**src/rtl/intdiv_sd2conv.sv**
```systemverilog
// SD2 (radix-2 signed-digit) to two's-complement converter, MSD first.
// Uses on-the-fly Q/QM conversion so no carry-propagate adder is needed.
module intdiv_sd2conv #(
  parameter int N = 8
) (
  input  logic         clk,
  input  logic         rst,
  input  logic         start,
  input  logic         in_valid,
  output logic         in_ready,
  input  logic [1:0]   digit,
  output logic [N:0]   result,
  output logic         neg,
  output logic         zero,
  output logic         out_valid,
  input  logic         out_ready
);

  localparam int CW = $clog2(N + 1);

  localparam logic [1:0] S_IDLE = 2'd0;
  localparam logic [1:0] S_CONV = 2'd1;
  localparam logic [1:0] S_DONE = 2'd2;

  localparam logic [N:0]    ONE      = {{N{1'b0}}, 1'b1};
  localparam logic [CW-1:0] CNT_LAST = CW'(N - 1);
  localparam logic [CW-1:0] CNT_ONE  = CW'(1);

  logic [1:0]    state_q, state_d;
  logic [N:0]    q_q, q_d;
  logic [N:0]    qm_q, qm_d;
  logic [CW-1:0] cnt_q, cnt_d;
  logic [N:0]    result_q, result_d;
  logic          neg_q, neg_d;
  logic          zero_q, zero_d;
  logic          out_valid_q, out_valid_d;

  logic          d_pos, d_neg;
  logic [N:0]    q_shift, qm_shift;

  always_comb begin
    state_d     = state_q;
    q_d         = q_q;
    qm_d        = qm_q;
    cnt_d       = cnt_q;
    result_d    = result_q;
    neg_d       = neg_q;
    zero_d      = zero_q;
    out_valid_d = out_valid_q;

    d_pos    = (digit == 2'b10);
    d_neg    = (digit == 2'b01);
    q_shift  = q_q << 1;
    qm_shift = qm_q << 1;

    case (state_q)
      S_IDLE: begin
        if (start) begin
          state_d = S_CONV;
          q_d     = '0;
          qm_d    = '1;
          cnt_d   = '0;
        end
      end

      S_CONV: begin
        if (in_valid) begin
          // QM = Q - 1 is kept as an invariant, so a -1 digit appends to QM
          // instead of borrowing through Q.
          if (d_pos) begin
            q_d  = q_shift | ONE;
            qm_d = q_shift;
          end else if (d_neg) begin
            q_d  = qm_shift | ONE;
            qm_d = qm_shift;
          end else begin
            q_d  = q_shift;
            qm_d = qm_shift | ONE;
          end
          cnt_d = cnt_q + CNT_ONE;
          if (cnt_q == CNT_LAST) begin
            state_d     = S_DONE;
            out_valid_d = 1'b1;
            result_d    = q_d;
            neg_d       = q_d[N];
            zero_d      = (q_d == '0);
          end
        end
      end

      S_DONE: begin
        if (out_ready) begin
          state_d     = S_IDLE;
          out_valid_d = 1'b0;
        end
      end

      default: begin
        state_d     = S_IDLE;
        out_valid_d = 1'b0;
      end
    endcase
  end

  always_ff @(posedge clk) begin
    if (rst) begin
      state_q     <= S_IDLE;
      q_q         <= '0;
      qm_q        <= '0;
      cnt_q       <= '0;
      result_q    <= '0;
      neg_q       <= 1'b0;
      zero_q      <= 1'b0;
      out_valid_q <= 1'b0;
    end else begin
      state_q     <= state_d;
      q_q         <= q_d;
      qm_q        <= qm_d;
      cnt_q       <= cnt_d;
      result_q    <= result_d;
      neg_q       <= neg_d;
      zero_q      <= zero_d;
      out_valid_q <= out_valid_d;
    end
  end

  assign in_ready  = (state_q == S_CONV);
  assign result    = result_q;
  assign neg       = neg_q;
  assign zero      = zero_q;
  assign out_valid = out_valid_q;

endmodule

```
**config.mk**
```make
export PLATFORM = sky130hd
export DESIGN_NAME = intdiv_sd2conv
export DESIGN_NICKNAME = d
export VERILOG_FILES = /design/src/rtl/intdiv_sd2conv.sv
export SDC_FILE = /design/constraint.sdc
export NUM_CORES = 1
export LEC_CHECK = 0
export ABC_CLOCK_PERIOD_IN_PS = 3100
export CAP_MARGIN = 20
export CORE_ASPECT_RATIO = 1.4
export CORE_UTILIZATION = 29
export DETAILED_ROUTE_END_ITERATION = 8
export MAX_ROUTING_LAYER = met4
export SLEW_MARGIN = 40
export SYNTH_ARGS = -nofsm -noshare
export SYNTH_HDL_FRONTEND = slang
export SYNTH_SLANG_ARGS = --single-unit
```
**constraint.sdc**
```tcl
create_clock -name clk -period 3.1 [get_ports clk]
set_input_delay 0.31 -clock clk [delete_from_list [all_inputs] [get_ports clk]]
set_output_delay 0.31 -clock clk [all_outputs]
set_load 0.02 [all_outputs]
```
==> flow_summary.json <==
{
  "fillers": 520,
  "endpoint": "zero",
  "regToRegSetupSlack_ps": 1320,
  "ys.flop_type": "dfxtp_1",
  "critPathLaunch": "digit[0]",
  "maxCapViolCount": 0,
  "yosysTopAreaCellShare": 0.4364,
  "fp-row-count": 30,
  "finalHoldViolations": 0,
  "syn_area_mm2": 0.001514,
  "regToRegStartpoint": "cnt_q[0]",
  "slew_headroom": 0.4911,
  "dpl.hpwl_mm": 2.306,
  "crit_arrival_ps": 2360,
  "drc": 0,
  "slew_violations": 0,
  "die_y_um": 87.49,
  "numCtsBuffers": 5,
  "final_layout_size_suffix_gt1_frac": 0.07386,
  "vias_per_cell": 4.983,
  "ys_types": 34,
  "worstSkewPairLatency_ps": 290,
  "synth_largest_area_cell": "dfxtp_1",
  "skew_ps": 4.791,
  "drtIter0Drc": 40,
  "wl_per_cell_um": 13.58,
  "cp_cell_sequence": "clkdlybuf4s50_1 -> inv_1 -> ha_1 -> nor2b_4 -> mux2_4 -> or3b_1 -> o32ai_1",
  "clockRootBuffer": "clkbuf_8",
  "cp_data_required_time_ps": 3290,
  "status": "complete, no violations",
  "avgSynthCellArea_um2": 9.403,
  "setup_viol": 0,
  "die-area_mm2": 0.005518,
  "postRouteAntennaNets": 0,
  "syn_inst": 161,
  "layout.nets": 186,
  "synth_simple_gate_area_frac": 0.1752,
  "track_usage": 0.1351,
  "via_count": 1196,
  "synth_mux_area_frac": 0.1157,
  "grt_setup_unrepaired": "no",
  "min_period_ps": 2172,
  "grt_pass1_vias": 1178,
  "async_flop_share": 0,
  "p_leak_nw": 0.6522,
  "port_buffers": 19,
  "slowest_stage": "clkdlybuf4s50_1",
  "max_stage_delay_ps": 510,
  "htree_levels": 2,
  "synth-adder-area-share": 0.03306,
  "cts_hold_buf": 0,
  "path_class": "input pin to flip-flop",
  "totalWireLength_mm": 3.260,
  "clkTransAtPathRegs_ps": 60,
  "worstSetupEndpointType": "flip-flop",
  "yosysWarnings": 0,
  "drt-pass1-iter-count": 4,
  "grt_overflow_total": 0,
  "io_pins": 20,
  "fmax_mhz": 460.3,
  "path_max_fanout": 9,
  "ff2ff_path_depth": 6,
  "area_delta_synth_final_pct": 19.01,
  "seq_area_frac_synth": 0.4364,
  "gp_congestion": 0.7660,
  "diodes": 0,
  "peakVddDrop_mv": 0.1681,
  "coreArea_mm2": 0.004917,
  "startpoint_type": "input pin",
  "netlist_top_cells_area": "dfxtp_1 44%, mux2i_1 11%, a211oi_1 8.9%, nor2_1 8.4%, a2bb2oi_1 3.5%",
  "start_util": 0.3079,
  "worst_r2r_endpoint": "result[2]",
  "synth_top_family_by_area": "simple AND/OR/NAND/NOR gates",
  "cts_tree": "yes",
  "grt_max_degree": 21,
  "synth_edf_count": 0,
  "postCtsSetupBuffers": 0,
  "hold_class": "flip-flop to flip-flop",
  "grt_pass1_wl_mm": 5.547,
  "final_util": 0.3664,
  "die_x_um": 63.07,
  "cts_sinks": 33,
  "max_slew.worst_pin.slew_ps": 760.9,
  "cts.path.max_buffers": 2,
  "synth_compound_area_frac": 0.1678,
  "ys_ff_latch": 33,
  "ctsResizeCount": 0,
  "min_period_over_period": 0.7007,
  "synth_xor_area_frac": 0.01157,
  "powerDensity_mw_per_mm2": 470.9,
  "tns_ps": 0,
  "synth_nets": 172,
  "antenna_found_initial": 0
}
==> state kept, by name, summed over array words and instances (netlist names) <==
| signal | count |
|---|---|
| qm_q | 8 |
| zero | 1 |
| cnt_q | 4 |
| q_q | 8 |
| state_q | 2 |
| out_valid | 1 |
| result | 9 |
==> power breakdown <==
group          leakage (nW)  switching [mW]  total, mW  internal [mW]
clock network        0.0450           0.154      0.309          0.155
registers             0.269          0.0147      0.452          0.438
logic                 0.338          0.0471     0.0871         0.0400
total                 0.652           0.216      0.849          0.633
==> how the worst min path moves through the flow <==
| stage | depth (start not counted) | slack [ps] | to | from |
|---|---|---|---|---|
| floorplan | 1 | 400 | cnt_q[3] | start |
| global placement | 2 | 470 | zero | zero |
| detailed placement | 2 | 470 | zero | zero |
| CTS | 2 | 480 | zero | zero |
| global route | 2 | 510 | zero | zero |
| finish | 2 | 480 | zero | zero |
==> cell usage after synthesis, types with 3 or more instances <==
library cell	count
a211oi_1	18
a21oi_1	3
a2bb2oi_1	6
buf_2	6
clkbuf_1	4
dfxtp_1	33
ha_1	4
inv_1	3
mux2i_1	16
nor2_1	34
nor3_1	8
==> placed cells by master (no fill, tap or decap) <==
cell type	synthesis	routed
buf_4	1	2
clkbuf_8	0	5
and2_1	1	1
o211ai_1	1	1
clkdlybuf4s50_1	0	19
xnor2_1	2	2
nor2_1	34	34
clkinv_2	0	2
inv_1	3	3
nor2b_1	1	1
a21oi_1	3	3
nor3b_1	1	1
or3b_1	1	1
nand3b_1	1	1
mux2_4	1	1
clkbuf_1	4	1
o21ai_0	1	1
nand3b_4	1	1
a22oi_1	2	2
a211oi_1	18	18
o32ai_1	1	1
ha_1	4	4
nor3_1	8	8
o22ai_1	1	1
a2bb2oi_1	6	6
dfxtp_1	33	33
or2_2	1	1
o41ai_1	1	1
nor2b_4	1	1
nand3_1	1	1
nand2_1	1	1
nor4_1	1	1
mux2i_1	16	16
nand2b_1	1	1
==> metrics by stage <==
stage | instances | hold WS [ps] | setup WS (ps) | area, µm² | power, mW
after detailed placement | 232 | 473.3 | 642.1 | 1719 | 0.5491
after global routing | 240 | 509.2 | 868.8 | 1802 | 0.8869
after global placement | 232 | 472.9 | 691.7 | 1719 | 0.5483
after CTS | 240 | 483.5 | 931.2 | 1802 | 0.8633
final | 240 | 484.3 | 927.7 | 1802 | 0.8485
after floorplan | 161 | 403.5 | 1371 | 1514 | 0.5243
==> final cells by class <==
class                      instances  area (µm²)  area share
multi-input combinational        111       762.0      0.4229
sequential                        33       660.6      0.3667
timing repair buffer              21       205.2      0.1139
tap                               64       80.08     0.04444
clock buffer                       6       72.57     0.04028
inverter                           3       11.26    0.006250
clock inverter                     2       10.01    0.005556
==> worst max-delay path, delay by kind of cell <==
family | cells | cell delay (ps)
fa+ha+maj | 1 | 370
simple gates | 2 | 660
buf+inv | 2 | 560
mux | 1 | 340
compound gates | 1 | 120
==> per-layer routing <==
metal | part of all wire | GRT usage | vias to the layer above
met5 | 0 | - | -
met4 | 0.019 | 0.06342 | 0
met3 | 0.028 | 0.03534 | 7
met2 | 0.51 | 0.2239 | 16
met1 | 0.44 | 0.1504 | 577
li1 | - | - | 596
==> cell families after synthesis <==
kind of cell             Yosys count
XOR/XNOR                           2
buffers and inverters             17
AND/OR/NAND/NOR                   54
AO/OA/AOI/OAI                     34
adder cells (fa/ha/maj)            4
flip-flops                        33
multiplexers                      17
(Power assumes the default switching activity.)
